## src/rtl/iic_arbiter_if.sv

```systemverilog
`default_nettype none
// =============================================================================
// Module   : iic_arbiter_if
// Purpose  : Requester-side and iic_com-side signals of iic_arbiter.
// Revision : 1.0
// =============================================================================
interface iic_arbiter_if;
  logic [2:0]  req;
  logic [5:0]  req_op;
  logic [23:0] req_addr;
  logic [23:0] req_wdata;
  logic [2:0]  grant;
  logic        busy;
  logic [2:0]  rsp_done;
  logic [2:0]  rsp_err;
  logic [7:0]  rsp_rdata;
  logic [1:0]  iic_start;
  logic [7:0]  iic_addr;
  logic [7:0]  iic_wdata;
  logic [7:0]  iic_rdata;
  logic        iic_done;

  // Arbiter side: consumes requests and iic_com status, drives everything else.
  modport slave (
    input  req, req_op, req_addr, req_wdata, iic_rdata, iic_done,
    output grant, busy, rsp_done, rsp_err, rsp_rdata, iic_start, iic_addr, iic_wdata
  );

  // Requesters plus iic_com, seen as a single environment.
  modport master (
    output req, req_op, req_addr, req_wdata, iic_rdata, iic_done,
    input  grant, busy, rsp_done, rsp_err, rsp_rdata, iic_start, iic_addr, iic_wdata
  );
endinterface
`default_nettype wire

```

## src/rtl/iic_arbiter.sv

```systemverilog
`default_nettype none
// =============================================================================
// Module   : iic_arbiter
// Purpose  : Round-robin sharing of one iic_com master among three requesters,
//            with per-transaction timeout and a re-arm gap between transactions.
// Revision : 1.0
// =============================================================================
module iic_arbiter #(
  parameter int unsigned TIMEOUT_CYC = 2_000_000,
  parameter int unsigned GAP_CYC     = 4
) (
  input  logic         clk,
  input  logic         reset,
  iic_arbiter_if.slave bus
);

  localparam int unsigned TW = (TIMEOUT_CYC > 2) ? $clog2(TIMEOUT_CYC) : 1;
  localparam int unsigned GW = (GAP_CYC > 1) ? $clog2(GAP_CYC) : 1;

  localparam logic [TW-1:0] c_to_last  = TW'(TIMEOUT_CYC - 1);
  localparam logic [GW-1:0] c_gap_last = GW'(GAP_CYC - 1);
  localparam logic [1:0]    c_op_wr    = 2'b01;
  localparam logic [1:0]    c_op_rd    = 2'b10;

  typedef enum logic [1:0] {
    S_IDLE = 2'd0,
    S_RUN  = 2'd1,
    S_GAP  = 2'd2
  } state_e;

  state_e        state_q, state_d;
  logic [1:0]    last_q, last_d;
  logic [2:0]    grant_q, grant_d;
  logic          busy_q, busy_d;
  logic [2:0]    rsp_done_q, rsp_done_d;
  logic [2:0]    rsp_err_q, rsp_err_d;
  logic [7:0]    rsp_rdata_q, rsp_rdata_d;
  logic [1:0]    iic_start_q, iic_start_d;
  logic [7:0]    iic_addr_q, iic_addr_d;
  logic [7:0]    iic_wdata_q, iic_wdata_d;
  logic [TW-1:0] to_cnt_q, to_cnt_d;
  logic [GW-1:0] gap_cnt_q, gap_cnt_d;

  logic [1:0]    w_cand0, w_cand1, w_cand2;
  logic          w_win_found;
  logic [1:0]    w_win_idx;
  logic [2:0]    w_win_oh;
  logic [1:0]    w_win_op;
  logic [7:0]    w_win_addr;
  logic [7:0]    w_win_wdata;
  logic          w_win_valid;

  function automatic logic [1:0] rr_next(input logic [1:0] idx);
    return (idx >= 2'd2) ? 2'd0 : idx + 2'd1;
  endfunction

  // Search order starts just after the previous winner, so last_q is checked last.
  always_comb begin
    w_cand0     = rr_next(last_q);
    w_cand1     = rr_next(w_cand0);
    w_cand2     = rr_next(w_cand1);
    w_win_found = 1'b1;
    if (bus.req[w_cand0]) begin
      w_win_idx = w_cand0;
    end else if (bus.req[w_cand1]) begin
      w_win_idx = w_cand1;
    end else if (bus.req[w_cand2]) begin
      w_win_idx = w_cand2;
    end else begin
      w_win_found = 1'b0;
      w_win_idx   = w_cand0;
    end
  end

  always_comb begin
    case (w_win_idx)
      2'd1: begin
        w_win_op    = bus.req_op[3:2];
        w_win_addr  = bus.req_addr[15:8];
        w_win_wdata = bus.req_wdata[15:8];
      end
      2'd2: begin
        w_win_op    = bus.req_op[5:4];
        w_win_addr  = bus.req_addr[23:16];
        w_win_wdata = bus.req_wdata[23:16];
      end
      default: begin
        w_win_op    = bus.req_op[1:0];
        w_win_addr  = bus.req_addr[7:0];
        w_win_wdata = bus.req_wdata[7:0];
      end
    endcase
    w_win_oh    = 3'b001 << w_win_idx;
    w_win_valid = (w_win_op == c_op_wr) || (w_win_op == c_op_rd);
  end

  always_comb begin
    state_d     = state_q;
    last_d      = last_q;
    grant_d     = grant_q;
    busy_d      = busy_q;
    rsp_done_d  = '0;
    rsp_err_d   = '0;
    rsp_rdata_d = rsp_rdata_q;
    iic_start_d = iic_start_q;
    iic_addr_d  = iic_addr_q;
    iic_wdata_d = iic_wdata_q;
    to_cnt_d    = to_cnt_q;
    gap_cnt_d   = gap_cnt_q;

    case (state_q)
      S_IDLE: begin
        if (w_win_found) begin
          last_d    = w_win_idx;
          busy_d    = 1'b1;
          to_cnt_d  = '0;
          gap_cnt_d = '0;
          if (w_win_valid) begin
            grant_d     = w_win_oh;
            iic_start_d = w_win_op;
            iic_addr_d  = w_win_addr;
            iic_wdata_d = w_win_wdata;
            state_d     = S_RUN;
          end else begin
            // Rejected without ever touching the bus.
            rsp_err_d = w_win_oh;
            state_d   = S_GAP;
          end
        end
      end

      S_RUN: begin
        if (bus.iic_done) begin
          rsp_done_d  = grant_q;
          if (iic_start_q == c_op_rd) begin
            rsp_rdata_d = bus.iic_rdata;
          end
          grant_d     = '0;
          iic_start_d = 2'b00;
          gap_cnt_d   = '0;
          state_d     = S_GAP;
        end else if (to_cnt_q == c_to_last) begin
          rsp_err_d   = grant_q;
          grant_d     = '0;
          iic_start_d = 2'b00;
          gap_cnt_d   = '0;
          state_d     = S_GAP;
        end else begin
          to_cnt_d = to_cnt_q + TW'(1);
        end
      end

      S_GAP: begin
        if (gap_cnt_q == c_gap_last) begin
          busy_d  = 1'b0;
          state_d = S_IDLE;
        end else begin
          gap_cnt_d = gap_cnt_q + GW'(1);
        end
      end

      default: begin
        grant_d     = '0;
        busy_d      = 1'b0;
        iic_start_d = 2'b00;
        state_d     = S_IDLE;
      end
    endcase
  end

  // last_q resets to 2 so that requester 0 is first in line after reset.
  always_ff @(posedge clk) begin
    if (reset) begin
      state_q     <= S_IDLE;
      last_q      <= 2'd2;
      grant_q     <= '0;
      busy_q      <= 1'b0;
      rsp_done_q  <= '0;
      rsp_err_q   <= '0;
      rsp_rdata_q <= '0;
      iic_start_q <= 2'b00;
      iic_addr_q  <= '0;
      iic_wdata_q <= '0;
      to_cnt_q    <= '0;
      gap_cnt_q   <= '0;
    end else begin
      state_q     <= state_d;
      last_q      <= last_d;
      grant_q     <= grant_d;
      busy_q      <= busy_d;
      rsp_done_q  <= rsp_done_d;
      rsp_err_q   <= rsp_err_d;
      rsp_rdata_q <= rsp_rdata_d;
      iic_start_q <= iic_start_d;
      iic_addr_q  <= iic_addr_d;
      iic_wdata_q <= iic_wdata_d;
      to_cnt_q    <= to_cnt_d;
      gap_cnt_q   <= gap_cnt_d;
    end
  end

  assign bus.grant     = grant_q;
  assign bus.busy      = busy_q;
  assign bus.rsp_done  = rsp_done_q;
  assign bus.rsp_err   = rsp_err_q;
  assign bus.rsp_rdata = rsp_rdata_q;
  assign bus.iic_start = iic_start_q;
  assign bus.iic_addr  = iic_addr_q;
  assign bus.iic_wdata = iic_wdata_q;

endmodule
`default_nettype wire

```

## src/flat_wrapper.sv

```systemverilog
// flat-port wrapper written by rule: the top's interface ports become plain ports
module iic_arbiter_flat 
#(
  parameter int unsigned TIMEOUT_CYC = 2_000_000,
  parameter int unsigned GAP_CYC     = 4
)
  (clk, reset, bus_req, bus_req_op, bus_req_addr, bus_req_wdata, bus_iic_rdata, bus_iic_done, bus_grant, bus_busy, bus_rsp_done, bus_rsp_err, bus_rsp_rdata, bus_iic_start, bus_iic_addr, bus_iic_wdata);
  iic_arbiter_if bus_i ();
  input  logic clk;
  input  logic reset;
  input wire logic [$bits(bus_i.req)-1:0] bus_req;
  input wire logic [$bits(bus_i.req_op)-1:0] bus_req_op;
  input wire logic [$bits(bus_i.req_addr)-1:0] bus_req_addr;
  input wire logic [$bits(bus_i.req_wdata)-1:0] bus_req_wdata;
  input wire logic [$bits(bus_i.iic_rdata)-1:0] bus_iic_rdata;
  input wire logic [$bits(bus_i.iic_done)-1:0] bus_iic_done;
  output wire logic [$bits(bus_i.grant)-1:0] bus_grant;
  output wire logic [$bits(bus_i.busy)-1:0] bus_busy;
  output wire logic [$bits(bus_i.rsp_done)-1:0] bus_rsp_done;
  output wire logic [$bits(bus_i.rsp_err)-1:0] bus_rsp_err;
  output wire logic [$bits(bus_i.rsp_rdata)-1:0] bus_rsp_rdata;
  output wire logic [$bits(bus_i.iic_start)-1:0] bus_iic_start;
  output wire logic [$bits(bus_i.iic_addr)-1:0] bus_iic_addr;
  output wire logic [$bits(bus_i.iic_wdata)-1:0] bus_iic_wdata;
  assign bus_i.req = bus_req;
  assign bus_i.req_op = bus_req_op;
  assign bus_i.req_addr = bus_req_addr;
  assign bus_i.req_wdata = bus_req_wdata;
  assign bus_i.iic_rdata = bus_iic_rdata;
  assign bus_i.iic_done = bus_iic_done;
  assign bus_grant = bus_i.grant;
  assign bus_busy = bus_i.busy;
  assign bus_rsp_done = bus_i.rsp_done;
  assign bus_rsp_err = bus_i.rsp_err;
  assign bus_rsp_rdata = bus_i.rsp_rdata;
  assign bus_iic_start = bus_i.iic_start;
  assign bus_iic_addr = bus_i.iic_addr;
  assign bus_iic_wdata = bus_i.iic_wdata;
  iic_arbiter #(.TIMEOUT_CYC(TIMEOUT_CYC), .GAP_CYC(GAP_CYC)) u_core (.clk(clk), .reset(reset), .bus(bus_i));
endmodule
```

## config.mk

```make
export PLATFORM = sky130hd
export DESIGN_NAME = iic_arbiter_flat
export DESIGN_NICKNAME = d
export VERILOG_FILES = /design/src/rtl/iic_arbiter_if.sv /design/src/rtl/iic_arbiter.sv /design/src/flat_wrapper.sv
export SDC_FILE = /design/constraint.sdc
export NUM_CORES = 1
export LEC_CHECK = 0
export CORE_MARGIN = 3
export CORE_UTILIZATION = 33
export DETAILED_ROUTE_END_ITERATION = 10
export DONT_BUFFER_PORTS = 1
export PLACE_DENSITY = 0.53
export SYNTH_ARGS = -nofsm -noshare
export SYNTH_HDL_FRONTEND = slang
export SYNTH_SLANG_ARGS = --single-unit
export TNS_END_PERCENT = 30
```

## constraint.sdc

```tcl
create_clock -name clk -period 3.9 [get_ports clk]
set_clock_uncertainty 0.2 [all_clocks]
set_input_delay 0.585 -clock clk [delete_from_list [all_inputs] [get_ports clk]]
set_output_delay 0.585 -clock clk [all_outputs]
set_load 0.005 [all_outputs]
```

Yosys cells after proc, flatten, opt, wreduce, memory -nomap -nowiden
Index checks and enable logic that the tools add are counted.

word-level totals
  flip-flop bits (word level) = 63
  bits of input ports = 68
  output and inout port bits = 36
  logic and storage cells = 105

operators by class
  add/subtract/negate cells = 5
  magnitude comparators = 6
  equality and inequality tests = 16
  shift operators = 1
  mux-type cells = 49
  bitwise logic cells = 3
  reduce and logical (&&, ||, !) cells = 13

operators by type and width
  operator                                                    count
  two-way mux 21 bit                                          3
  one-hot mux 21 bit (2 select lines)                         1
  two-way mux 2 bit                                           17
  one-hot mux 8 bit (2 select lines)                          2
  two-way mux 3 bit                                           8
  adder 21 x 1 -> 21 bit, second input constant               1
  == test 21 bit, second input constant                       1
  one-hot mux 2 bit (3 select lines)                          3
  AND reduction 3 bit                                         4
  AND reduction 4 bit                                         3
  == test 2 bit, second input constant                        5
  less-than comparator 2 x 3 -> 1 bit, second input constant  3
  one-hot mux 3 bit (3 select lines)                          1
  adder 2 x 1 -> 2 bit, second input constant                 4
  two-way mux 1 bit                                           8
  binary-select mux 1 bit (select 2 bit)                      3
  == test 2 x 1 -> 1 bit, second input constant               3
  >= comparator 2 bit, second input constant                  3
  inequality test 2 x 1 -> 1 bit, second input constant       3
  inequality test 2 bit, second input constant                3
  one-hot mux 3 bit (2 select lines)                          1
  one-hot mux 2 bit (2 select lines)                          1
  inequality test 3 x 2 -> 1 bit, second input constant       1
  inverter 1 bit                                              3
  other kinds (8)                                             8

Logic depth before layout (Yosys ltp)
Gate-level depths: netlist of the first run.

  word-level depth = 18
  gate-level depth with buffers = 13
  mapped depth without buffers = 11

Least setup slack after synthesis of the first run
No wires, ideal clock.

  path type = input to register
  start point = in bus_req[0]
  end point = reg u_core.grant_q[0], in the netlist u_core.bus.grant[0]
  setup time = 133 ps
  arrival time = 2708 ps
  data required time = 3567 ps
  setup slack = 859 ps
  stages on the path = 12
  buffers on the path = 2
  path through = nor2_1 -> o21ai_0 -> a21oi_1 -> a21oi_1 -> ha_1 -> clkbuf_1 -> a22oi_1 -> a21oi_1 -> xor2_1 -> clkbuf_1 -> a211oi_1 -> o21ai_0

between the ends
  longest elaborated chain between the ends = 11
  elaborated cells on any way between the ends = 25
  classes of those cells = 6 x eq/ne; 1 x shift; 16 x mux; 2 x reduce/logical

ends and longest elaborated chain
  element                                                  line                text
  start, declared                                          flat_wrapper.sv:11  input wire logic [$bits(bus_i.req)-1:0] bus_req;
  binary-select mux 1 bit (select 2 bit)                   iic_arbiter.sv:67   end else if (bus.req[w_cand2]) begin
  two-way mux 1 bit (not written as such)                  iic_arbiter.sv:67
  two-way mux 2 bit                                        iic_arbiter.sv:67
  two-way mux 2 bit                                        iic_arbiter.sv:65   end else if (bus.req[w_cand1]) begin
  two-way mux 2 bit                                        iic_arbiter.sv:63   if (bus.req[w_cand0]) begin
  == test 2 bit or == test 2 x 1 -> 1 bit (tied branches)  iic_arbiter.sv:76   case (w_win_idx)
  one-hot mux 2 bit (2 select lines)                       iic_arbiter.sv:76
  == test 2 x 1 -> 1 bit or == test 2 bit (tied branches)  iic_arbiter.sv:94   w_win_valid = (w_win_op == c_op_wr) || (w_win_op == c_op_rd);
  logical OR 1 bit                                         iic_arbiter.sv:94
  inequality test 2 x 1 -> 1 bit (no source line)          -
  AND reduction 4 bit (no source line)                     -
  end signal, assigned                                     iic_arbiter.sv:189  grant_q <= grant_d;
  end, declared                                            iic_arbiter.sv:33   logic [2:0] grant_q, grant_d;

Several ways; a longest one is shown, not always the timed one. The select of a mux whose other input is x is not followed.
A chain may end at the register's enable or synchronous reset.

Worst setup path in the final report of the first run
  start point = reg u_core.last_q[1]
  end point = reg u_core.iic_start_q[0], in the netlist u_core.bus.iic_start[0]

between the ends
  longest elaborated chain between the ends = 17
  elaborated cells on any way between the ends = 33
  classes of those cells = 3 x add/sub; 3 x order compare; 6 x eq/ne; 19 x mux; 2 x reduce/logical

ends and longest elaborated chain
  element                                                      line                text
  start, declared                                              iic_arbiter.sv:32   logic [1:0] last_q, last_d;
  start signal, assigned                                       iic_arbiter.sv:188  last_q <= last_d;
  adder 2 x 1 -> 2 bit or >= comparator 2 bit (tied branches)  iic_arbiter.sv:54   return (idx >= 2'd2) ? 2'd0 : idx + 2'd1;
  two-way mux 2 bit *                                          iic_arbiter.sv:54
  adder 2 x 1 -> 2 bit or >= comparator 2 bit (tied branches)  iic_arbiter.sv:54
  two-way mux 2 bit                                            iic_arbiter.sv:54
  adder 2 x 1 -> 2 bit or >= comparator 2 bit (tied branches)  iic_arbiter.sv:54
  two-way mux 2 bit                                            iic_arbiter.sv:54
  binary-select mux 1 bit (select 2 bit)                       iic_arbiter.sv:67
  two-way mux 1 bit (not written as such)                      iic_arbiter.sv:67
  (+2 left out)                                                -
  two-way mux 2 bit *                                          iic_arbiter.sv:63
  via u_core.w_win_idx[0]                                      iic_arbiter.sv:46   logic [1:0] w_win_idx;
  == test 2 bit or == test 2 x 1 -> 1 bit (tied branches)      iic_arbiter.sv:76
  one-hot mux 2 bit (2 select lines) *                         iic_arbiter.sv:76
  == test 2 x 1 -> 1 bit or == test 2 bit (tied branches)      iic_arbiter.sv:94
  logical OR 1 bit                                             iic_arbiter.sv:94
  inequality test 2 x 1 -> 1 bit (no source line)              -
  AND reduction 4 bit (no source line)                         -
  end signal, assigned                                         iic_arbiter.sv:194  iic_start_q <= iic_start_d;
  end, declared                                                iic_arbiter.sv:38   logic [1:0] iic_start_q, iic_start_d;

The timed path passes the listed nets; every way through them passes the cells marked *. The select of a mux whose other input is x is not followed.

==> qor.tcl, run 1 <==
set qor(max_clock_freq_mhz) 326
set qor(design.die.area_um2) 10500
set qor(initial_antenna_violation_count) 0
set qor(clock_network_latency_to_the_later_pin_of_the_worst_skew_pair_ns) 0.34
set qor(placeableCoreArea_um2) 8890
set qor(fin_ws_ns) 0.829
set qor(numPlacedInstances) 459
set qor(drtIter0Drc) 152
set qor(r2r.worst_path.cells) 9
set qor(via_count_of_the_first_global_routing_pass) 2434
set qor(worstHoldPathCells) 1
set qor(drive_above_1_share) 0.0954
set qor(design.final.nets) 435
set qor(grt-ovfl-total) 0
set qor(totalWireLength_mm) 7.85
set qor(floorplan.die.width_um) 103
set qor(crit-reg2reg-capture) {u_core.bus.iic_start[0]$_SDFFE_PP0P_}
set qor(numCtsBuffers) 9
set qor(warnings_from_yosys) 0
set qor(avgRoutedWirePerCell_um) 16.5
set qor(netlist_area_um2) 3080
set qor(hold_bufs_inserted_after_cts) 0
set qor(worst_hold_path_type) {input pin to flip-flop}
set qor(die_h_um) 103
set qor(cts_resized) 0
set qor(timing.critical_path.from_type) {flip-flop}
set qor(power.total_mw) 2.35
set qor(setup_viol_count_final) 0
set qor(synth-seq-area-share) 0.410
set qor(unique_masters_post_synth) 43
set qor(worstHoldEndpoint) {u_core.bus.busy$_SDFFE_PP0P_}
set qor(met3WireLength_um) 580
set qor(seqCellArea_um2) 1260
set qor(min-delay-start) {reset}
set qor(place.gp.congestion) 0.782
set qor(layout.filler_cells) 910
set qor(endpoint_kind) {flip-flop}
set qor(reg2reg_slack_ns) 0.83
set qor(num_rows) 34
set qor(grt_max_degree) 41
set qor(postCtsSetupBuffers) 0
set qor(wl_met1_mm) 3.45
set qor(vias) 2615
set qor(syn-num-nets) 440
set qor(timing.final.crit_share) 0.787
set qor(ys_ff_latch) 63
set qor(worst_slew_margin_rel) 0.504
set qor(pre_cts_ws_ns) 0.575
set qor(maxUsedRoutingLayer) {met4}
set qor(ctsLongestPathBuffers) 2
set qor(drt_pass1_iterations) 4
set qor(clock_sink_count) 63
set qor(clkSlewWorstSetupHoldPaths_ns) 0.07
set qor(start_util) 0.346
set qor(max_cap_viol_count) 0
set qor(io_pins) 104
set qor(cts-root-buf) {sky130_fd_sc_hd__clkbuf_8}
set qor(buffer_ports.inserted) 0
set qor(p_leak_nw) 1.10
set qor(detailed_route_wirelength_on_metal2_mm) 3.75
set qor(final-instance-count-excl-fill) 475
set qor(cts_tree) {done}
set qor(wire_length_of_the_first_global_routing_pass_mm) 12.3
set qor(hold_violations) 0
set qor(post_synth_inst_count) 367
set qor(power_density_of_the_placed_cells_nw_per_um2) 687
set qor(detailed_place_hpwl_mm) 5.73
set qor(clock_period_minus_final_worst_setup_slack_ns) 3.07
set qor(yosys_most_used_dff) {sky130_fd_sc_hd__dfxtp_1}
set qor(synth-async-reset-ratio) 0
set qor(sum_of_negative_setup_slack_ns) 0
set qor(cp_data_arrival_time_ns) 3.07
set qor(status) {finished clean}
set qor(worst-path-max-fanout) 7
set qor(cts_max_level) 3
set qor(synth_area_per_cell_um2) 8.38
set qor(multi_input_comb_area_um2) 1660
set qor(setup_repair_after_global_routing_missed_its_margin) {no}
set qor(areaGrowthSynthToFinish_pct) 11.1
set qor(post_drt_via_cell_ratio) 5.51
set qor(finalMaxSlewViolations) 0
set qor(launch_instance_of_the_worst_register_to_register_path) {u_core.last_q[1]$_SDFFE_PP1P_}
set qor(drt_drc_violations_left) 0
set qor(worst_ep_required_time_ns) 3.90
set qor(worst_ir_drop_vdd_mv) 0.309
set qor(gr-usage-all-layers) 0.149
set qor(detail-route-antenna-nets) 0
set qor(transition_time_at_the_pin_with_the_least_slew_margin_ns) 0.740
set qor(post_synth_edffs) 0
set qor(crit_type) {flip-flop to flip-flop}
set qor(antenna_cells_inserted) 0
==> worst max path at each step <==
stage                             startpoint  slack, ns  cells after the start                              endpoint
2_1_floorplan                     bus_req[0]       0.86                     12      u_core.bus.grant[0]$_SDFFE_PP0P_
3_3_place_gp                      bus_req[1]       0.69                      9  u_core.bus.iic_start[0]$_SDFFE_PP0P_
3_5_place_dp                      bus_req[1]       0.58                      9  u_core.bus.iic_start[0]$_SDFFE_PP0P_
4_1_cts        u_core.last_q[1]$_SDFFE_PP1P_       0.81                      9  u_core.bus.iic_start[0]$_SDFFE_PP0P_
5_1_grt        u_core.last_q[1]$_SDFFE_PP1P_       0.41                      9  u_core.bus.iic_start[0]$_SDFFE_PP0P_
6_report       u_core.last_q[1]$_SDFFE_PP1P_       0.83                      9  u_core.bus.iic_start[0]$_SDFFE_PP0P_
==> cell families after synthesis <==
kind of cell | Yosys count | share of synthesized area
buffers and inverters | 42 | 0.0529
muxes | 10 | 0.0325
DFF | 63 | 0.410
AOI/OAI and AO/OA | 107 | 0.230
adders and majority gates | 5 | 0.0203
xor gates and xnor gates | 19 | 0.0541
and+or+nand+nor | 121 | 0.200
==> layout make-up <==
type                            count  share of cell area
Inverter                           14              0.0154
Clock inverter                      5              0.0238
Timing Repair Buffer               12              0.0263
Multi-Input combinational cell    262               0.485
Sequential cell                    63               0.369
Tap cell                          108              0.0395
Clock buffer                       11              0.0413
==> Yosys cell counts (2+ instances only) <==
cell type,count,area [um^2]
sky130_fd_sc_hd__o2111ai_1,16,140
sky130_fd_sc_hd__and4_1,3,26.3
sky130_fd_sc_hd__nor4_1,4,25.0
sky130_fd_sc_hd__inv_1,14,52.6
sky130_fd_sc_hd__dfxtp_1,63,1260
sky130_fd_sc_hd__buf_1,2,7.51
sky130_fd_sc_hd__or3b_2,2,17.5
sky130_fd_sc_hd__o21bai_1,2,15.0
sky130_fd_sc_hd__mux2i_1,10,100
sky130_fd_sc_hd__a22oi_1,17,128
sky130_fd_sc_hd__nand3_1,9,45.0
sky130_fd_sc_hd__a2111oi_0,6,52.6
sky130_fd_sc_hd__o21ai_0,27,135
sky130_fd_sc_hd__nand2_1,30,113
sky130_fd_sc_hd__nor3_1,14,70.1
sky130_fd_sc_hd__nand4_1,2,12.5
sky130_fd_sc_hd__nor3b_1,2,15.0
sky130_fd_sc_hd__a21oi_1,26,130
sky130_fd_sc_hd__a211oi_1,4,30.0
sky130_fd_sc_hd__or3_1,3,18.8
sky130_fd_sc_hd__and3_1,2,12.5
sky130_fd_sc_hd__nor2_1,37,139
sky130_fd_sc_hd__nand2b_1,3,18.8
sky130_fd_sc_hd__xnor2_1,18,158
sky130_fd_sc_hd__a32oi_1,4,35.0
sky130_fd_sc_hd__clkbuf_1,24,90.1
sky130_fd_sc_hd__ha_1,5,62.6
sky130_fd_sc_hd__nand3b_1,3,22.5
==> cell usage in the layout (no fill, tap or decap), types with 2 or more instances in the layout <==
master                      instances
sky130_fd_sc_hd__a2111oi_0          6
sky130_fd_sc_hd__a211oi_1           4
sky130_fd_sc_hd__a21oi_1           26
sky130_fd_sc_hd__a22oi_1           17
sky130_fd_sc_hd__a32oi_1            4
sky130_fd_sc_hd__and3_1             2
sky130_fd_sc_hd__and4_1             3
sky130_fd_sc_hd__buf_4             12
sky130_fd_sc_hd__bufinv_16          2
sky130_fd_sc_hd__clkbuf_8          10
sky130_fd_sc_hd__dfxtp_1           63
sky130_fd_sc_hd__ha_1               5
sky130_fd_sc_hd__inv_1             14
sky130_fd_sc_hd__mux2i_1           10
sky130_fd_sc_hd__nand2_1           30
sky130_fd_sc_hd__nand2b_1           3
sky130_fd_sc_hd__nand3_1            9
sky130_fd_sc_hd__nand3b_1           3
sky130_fd_sc_hd__nand4_1            2
sky130_fd_sc_hd__nor2_1            37
sky130_fd_sc_hd__nor3_1            13
sky130_fd_sc_hd__nor3_2             2
sky130_fd_sc_hd__nor3b_1            2
sky130_fd_sc_hd__nor4_1             4
sky130_fd_sc_hd__o2111ai_1         16
sky130_fd_sc_hd__o21ai_0           27
sky130_fd_sc_hd__o21bai_1           2
sky130_fd_sc_hd__or3_1              3
sky130_fd_sc_hd__or3b_2             2
sky130_fd_sc_hd__xnor2_1           18
==> stage by stage <==
step	instance area, um^2	util	hold WS, ns
CTS	3420	0.385	0.0972
global route	3420	0.385	0.0921
global placement	3200	0.360	0.261
finish	3420	0.385	0.120
floorplan	3080	-	0.253
detailed placement	3200	0.360	0.276
==> worst max-delay path, cell delays in order (launching register included) <==
cell                       delay, ns
sky130_fd_sc_hd__dfxtp_1        0.33
sky130_fd_sc_hd__nand2b_1       0.14
sky130_fd_sc_hd__a32oi_1        0.40
sky130_fd_sc_hd__inv_1          0.09
sky130_fd_sc_hd__ha_1           0.29
sky130_fd_sc_hd__a22o_1         0.23
sky130_fd_sc_hd__mux2i_1        0.36
sky130_fd_sc_hd__xor2_1         0.24
sky130_fd_sc_hd__a211oi_1       0.49
sky130_fd_sc_hd__o21ai_0        0.16
==> report_power, final <==
| part | switching (mW) | internal, mW |
|---|---|---|
| clock | 0.252 | 0.377 |
| sequential | 0.128 | 0.773 |
| combinational | 0.517 | 0.301 |
==> state kept, by name, indices dropped and copies added, names as in the netlist <==
name	flops
u_core.bus.rsp_rdata	8
u_core.bus.grant	3
u_core.bus.busy	1
u_core.state_q	2
u_core.to_cnt_q	21
u_core.bus.rsp_done	3
u_core.bus.iic_start	2
u_core.gap_cnt_q	2
u_core.bus.iic_addr	8
u_core.bus.rsp_err	3
u_core.last_q	2
u_core.bus.iic_wdata	8
==> per-layer routing <==
layer  track usage  vias up
met5             0        -
met4        0.0565        0
met3        0.0589        5
met2         0.219       65
met1         0.196     1220
li1              -     1325
No activity file was read; power rests on OpenSTA's default activity.
==> inputs of run 2 (changes only) <==
--- a/config.mk
+++ b/config.mk
@@ -5,11 +5,12 @@
 export SDC_FILE = /design/constraint.sdc
 export NUM_CORES = 1
 export LEC_CHECK = 0
+export ABC_AREA = 1
 export CORE_MARGIN = 3
 export CORE_UTILIZATION = 33
 export DETAILED_ROUTE_END_ITERATION = 10
 export DONT_BUFFER_PORTS = 1
-export PLACE_DENSITY = 0.53
+export PLACE_DENSITY = 0.54
 export SYNTH_ARGS = -nofsm -noshare
 export SYNTH_HDL_FRONTEND = slang
 export SYNTH_SLANG_ARGS = --single-unit
==> constraint.sdc (replaced) <==
create_clock -name clk -period 2.5 [get_ports clk]
set_clock_uncertainty 0.2 [all_clocks]
set_input_delay 0.375 -clock clk [delete_from_list [all_inputs] [get_ports clk]]
set_output_delay 0.375 -clock clk [all_outputs]
set_load 0.005 [all_outputs]
==> run 2 against run 1 <==
Effect of this change: final area is 34% higher; largest cell class unchanged; final cell count is 43% higher; global-route usage is 2.6 points higher; register-to-register slack worse by 1.2 ns; sequential cell count stayed put; the flow now finishes with violations (negative hold slack, negative setup slack).
==> qor.tcl, run 2 <==
set qor(placeableCoreArea_um2) 10000 ;# +12%
set qor(io_pins) 104 ;# unchanged
set qor(post_synth_inst_count) 484 ;# +32%
set qor(finalMaxSlewViolations) 0 ;# unchanged
set qor(final-instance-count-excl-fill) 677 ;# +43%
set qor(synth-seq-area-share) 0.364 ;# -0.0463
set qor(timing.critical_path.from_type) {flip-flop}
set qor(pre_cts_ws_ns) -0.289 ;# -0.864 ns
set qor(power_frac_comb) 0.708 ;# +0.360
set qor(synth_area_per_cell_um2) 7.17 ;# -15%
set qor(design.final.nets) 612 ;# +41%
set qor(areaGrowthSynthToFinish_pct) 31.9
set qor(yosys_most_used_dff) {sky130_fd_sc_hd__dfxtp_1}
set qor(antenna_cells_inserted) 0 ;# unchanged
set qor(synth_top_cell_by_area) {sky130_fd_sc_hd__dfxtp_1}
set qor(clock_period_minus_final_worst_setup_slack_ns) 2.83 ;# -0.236 ns
set qor(netlist_area_um2) 3470 ;# +13%
set qor(post_drt_via_cell_ratio) 5.03 ;# -8.7%
set qor(buffer_ports.inserted) 0 ;# unchanged
set qor(numCtsBuffers) 9 ;# unchanged
set qor(swShare) 0.414 ;# +0.0315
set qor(mostFrequentLayoutCells) {sky130_fd_sc_hd__nand2_1, sky130_fd_sc_hd__nor2_1, sky130_fd_sc_hd__dfxtp_1}
set qor(detail-route-antenna-nets) 0 ;# unchanged
set qor(violations) {negative hold slack, negative setup slack}
set qor(worst_ep_required_time_ns) 2.54 ;# -1.36 ns
set qor(unique_masters_post_synth) 38 ;# -12%
set qor(syn-num-nets) 557 ;# +27%
set qor(clock_network_latency_to_the_later_pin_of_the_worst_skew_pair_ns) 0.35 ;# about the same
set qor(worst_ir_drop_vdd_mv) 1.41 ;# +360%
set qor(die_h_um) 109 ;# +5.8%
set qor(wire_length_of_the_first_global_routing_pass_mm) 16.3 ;# +33%
set qor(place.gp.congestion) 0.856 ;# +9.4%
set qor(drtIter0Drc) 155 ;# +2.0%
set qor(crit_type) {flip-flop to flip-flop}
set qor(avgRoutedWirePerCell_um) 14.7 ;# -11%
set qor(worst_slew_margin_rel) 0.354 ;# -0.150
set qor(netSwitchingPower_mw) 3.28 ;# +270%
set qor(cts_tree) {done}
set qor(start_util) 0.347 ;# +0.000801
set qor(grt-ovfl-total) 0 ;# unchanged
set qor(ctsLongestPathBuffers) 2 ;# unchanged
set qor(cellInternalPower_mw) 4.65 ;# +220%
set qor(hold_violations) 19 ;# +19
set qor(worst_hold_path_type) {input pin to flip-flop}
set qor(cts_max_level) 3 ;# unchanged
set qor(max_cap_viol_count) 0 ;# unchanged
set qor(endpoint_kind) {flip-flop}
set qor(status) {finished, violations left}
set qor(drt_drc_violations_left) 0 ;# unchanged
set qor(r2r.worst_path.cells) 21 ;# +12
set qor(gr-usage-all-layers) 0.175 ;# +0.0257
set qor(drt_pass1_iterations) 4 ;# unchanged
set qor(yosysMostFrequentCell) {sky130_fd_sc_hd__nand2_1}
set qor(max_ffs_per_register) 21 ;# unchanged
set qor(power.total_mw) 7.94 ;# +240%
set qor(synth-async-reset-ratio) 0 ;# unchanged
set qor(power_frac_seq) 0.176 ;# -0.208
set qor(layout.filler_cells) 994 ;# +9.2%
set qor(transition_time_at_the_pin_with_the_least_slew_margin_ns) 0.968 ;# +0.228 ns
set qor(power_density_of_the_placed_cells_nw_per_um2) 1740 ;# +150%
set qor(setup_viol_count_final) 26 ;# +26
set qor(floorplan.die.width_um) 109 ;# +5.8%
set qor(totalWireLength_mm) 9.94 ;# +27%
set qor(grt_max_degree) 29 ;# -29%
set qor(numPlacedInstances) 627 ;# +37%
set qor(final_common_cell) {sky130_fd_sc_hd__nand2_1}
set qor(fin_hold_ws_ns) -0.105 ;# -0.225 ns
set qor(cts-root-buf) {sky130_fd_sc_hd__clkbuf_8}
set qor(clock_sink_count) 63 ;# unchanged
set qor(setup_repair_after_global_routing_missed_its_margin) {yes}
set qor(design.die.area_um2) 11800 ;# +12%
set qor(max_clock_freq_mhz) 353 ;# +8.3%
set qor(worst-path-max-fanout) 8 ;# +1
set qor(clkSlewWorstSetupHoldPaths_ns) 0.08 ;# about the same
set qor(initial_antenna_violation_count) 0 ;# unchanged
set qor(ys_ff_latch) 63 ;# unchanged
set qor(warnings_from_yosys) 0 ;# unchanged
set qor(post_synth_edffs) 0 ;# unchanged
set qor(vias) 3404 ;# +30%
set qor(cp_data_arrival_time_ns) 2.87 ;# -0.20 ns
set qor(synth_top_area_frac) 0.364 ;# -0.0463
set qor(seqCellArea_um2) 1270 ;# +0.60%
set qor(largest_register) {u_core.to_cnt_q}
set qor(post_synth_most_frequent_cells) {sky130_fd_sc_hd__nand2_1, sky130_fd_sc_hd__dfxtp_1, sky130_fd_sc_hd__nor2_1}
set qor(p_leak_nw) 1.79 ;# +63%
set qor(via_count_of_the_first_global_routing_pass) 3429 ;# +41%
set qor(detailed_place_hpwl_mm) 6.78 ;# +18%
set qor(multi_input_comb_area_um2) 2130 ;# +29%
set qor(timing.final.crit_share) 1.13 ;# +0.346
set qor(worstHoldPathCells) 1 ;# unchanged
set qor(drive_above_1_share) 0.252 ;# +0.156
set qor(fin_ws_ns) -0.334 ;# -1.16 ns
set qor(hold_bufs_inserted_after_cts) 14 ;# +14
set qor(synth_top_cells_by_area) {sky130_fd_sc_hd__dfxtp_1, sky130_fd_sc_hd__nand2_1, sky130_fd_sc_hd__nor2_1, sky130_fd_sc_hd__a21oi_1, sky130_fd_sc_hd__o21ai_0}
set qor(portion_of_total_power_attributed_to_the_clock_network) 0.116 ;# -0.152
set qor(num_rows) 36 ;# +5.9%
[run 2: per-layer routing]
layer,share of wire,GRT usage
met5,0,0
met4,0.011,0.0577
met3,0.065,0.0460
met2,0.48,0.300
met1,0.44,0.211
[run 2: cell type report]
| class | instances | share of cell area |
|---|---|---|
| multi-input cells | 366 | 0.467 |
| flip-flops and latches | 63 | 0.277 |
| repair buffers | 64 | 0.146 |
| well taps | 133 | 0.0364 |
| inverters | 35 | 0.0293 |
| clock buffers | 9 | 0.0271 |
| clock inverters | 7 | 0.0172 |
[run 2: repair_timing]
action | in CTS | in global routing
endpoints found under the hold margin | 33 | 19
buffers inserted | 14 | 4
setup endpoints to repair | 26 | 27
gates cloned | 5 | 1
pin swaps | 15 | 19
gates resized for setup | 38 | 34
[run 2: kinds of logic (layout without fill, tap and decap cells)]
| family | Yosys count | count (layout) | share of synthesized area |
|---|---|---|---|
| fa+ha+maj | 5 | 5 | 0.0180 |
| buf+inv | 55 | 115 | 0.0740 |
| flops | 63 | 63 | 0.364 |
| mux | 16 | 16 | 0.0462 |
| xor+xnor | 3 | 3 | 0.00758 |
| compound gates | 101 | 101 | 0.171 |
| simple gates | 241 | 241 | 0.320 |
[run 2: final timing paths]
path	start	to	slack [ns]
worst min-delay path	reset	u_core.bus.grant[0]$_SDFFE_PP0P_	-0.10
worst max register to register	u_core.last_q[0]$_SDFFE_PP0P_	u_core.bus.grant[2]$_SDFFE_PP0P_	-0.33
worst min register to register	u_core.to_cnt_q[18]$_SDFFE_PP0P_	u_core.to_cnt_q[18]$_SDFFE_PP0P_	0.30
worst max-delay path	u_core.last_q[0]$_SDFFE_PP0P_	u_core.bus.grant[2]$_SDFFE_PP0P_	-0.33
[run 2: power groups by stage]
stage               clock network, mW  logic [mW]  registers (mW)
global placement                    0        3.29            1.41
floorplan                           0        2.55            1.34
finish                          0.917        5.62            1.40
global route                    0.986        6.05            1.43
detailed placement                  0        3.36            1.40
CTS                             0.943        5.23            1.39
[run 2: worst max-delay path, stage by stage (launching register included)]
cell and delay (ns):
sky130_fd_sc_hd__dfxtp_4 0.38, sky130_fd_sc_hd__inv_4 0.06, sky130_fd_sc_hd__nor2_4 0.03, sky130_fd_sc_hd__nand2_2 0.09
sky130_fd_sc_hd__nand3_4 0.09, sky130_fd_sc_hd__o21ai_2 0.12, sky130_fd_sc_hd__nand2_1 0.06, sky130_fd_sc_hd__nand2_1 0.06
sky130_fd_sc_hd__nand2_1 0.05, sky130_fd_sc_hd__o21ai_2 0.07, sky130_fd_sc_hd__inv_2 0.07, sky130_fd_sc_hd__ha_4 0.27
sky130_fd_sc_hd__or2_1 0.25, sky130_fd_sc_hd__nand2_2 0.10, sky130_fd_sc_hd__inv_2 0.05, sky130_fd_sc_hd__nand2_2 0.07
sky130_fd_sc_hd__nand2_4 0.07, sky130_fd_sc_hd__buf_4 0.13, sky130_fd_sc_hd__o21bai_1 0.18, sky130_fd_sc_hd__nand2_2 0.15
sky130_fd_sc_hd__nand2_1 0.11, sky130_fd_sc_hd__a21oi_2 0.06
[run 2: per-stage QoR]
step                TNS [ns]  utilization  cell area [um^2]
CTS                    -4.91        0.445              4450
global placement       -3.89        0.380              3800
detailed placement     -5.94        0.380              3800
floorplan              -2.14            -              3510
finish                 -5.98        0.457              4570
global route          -10.49        0.457              4570
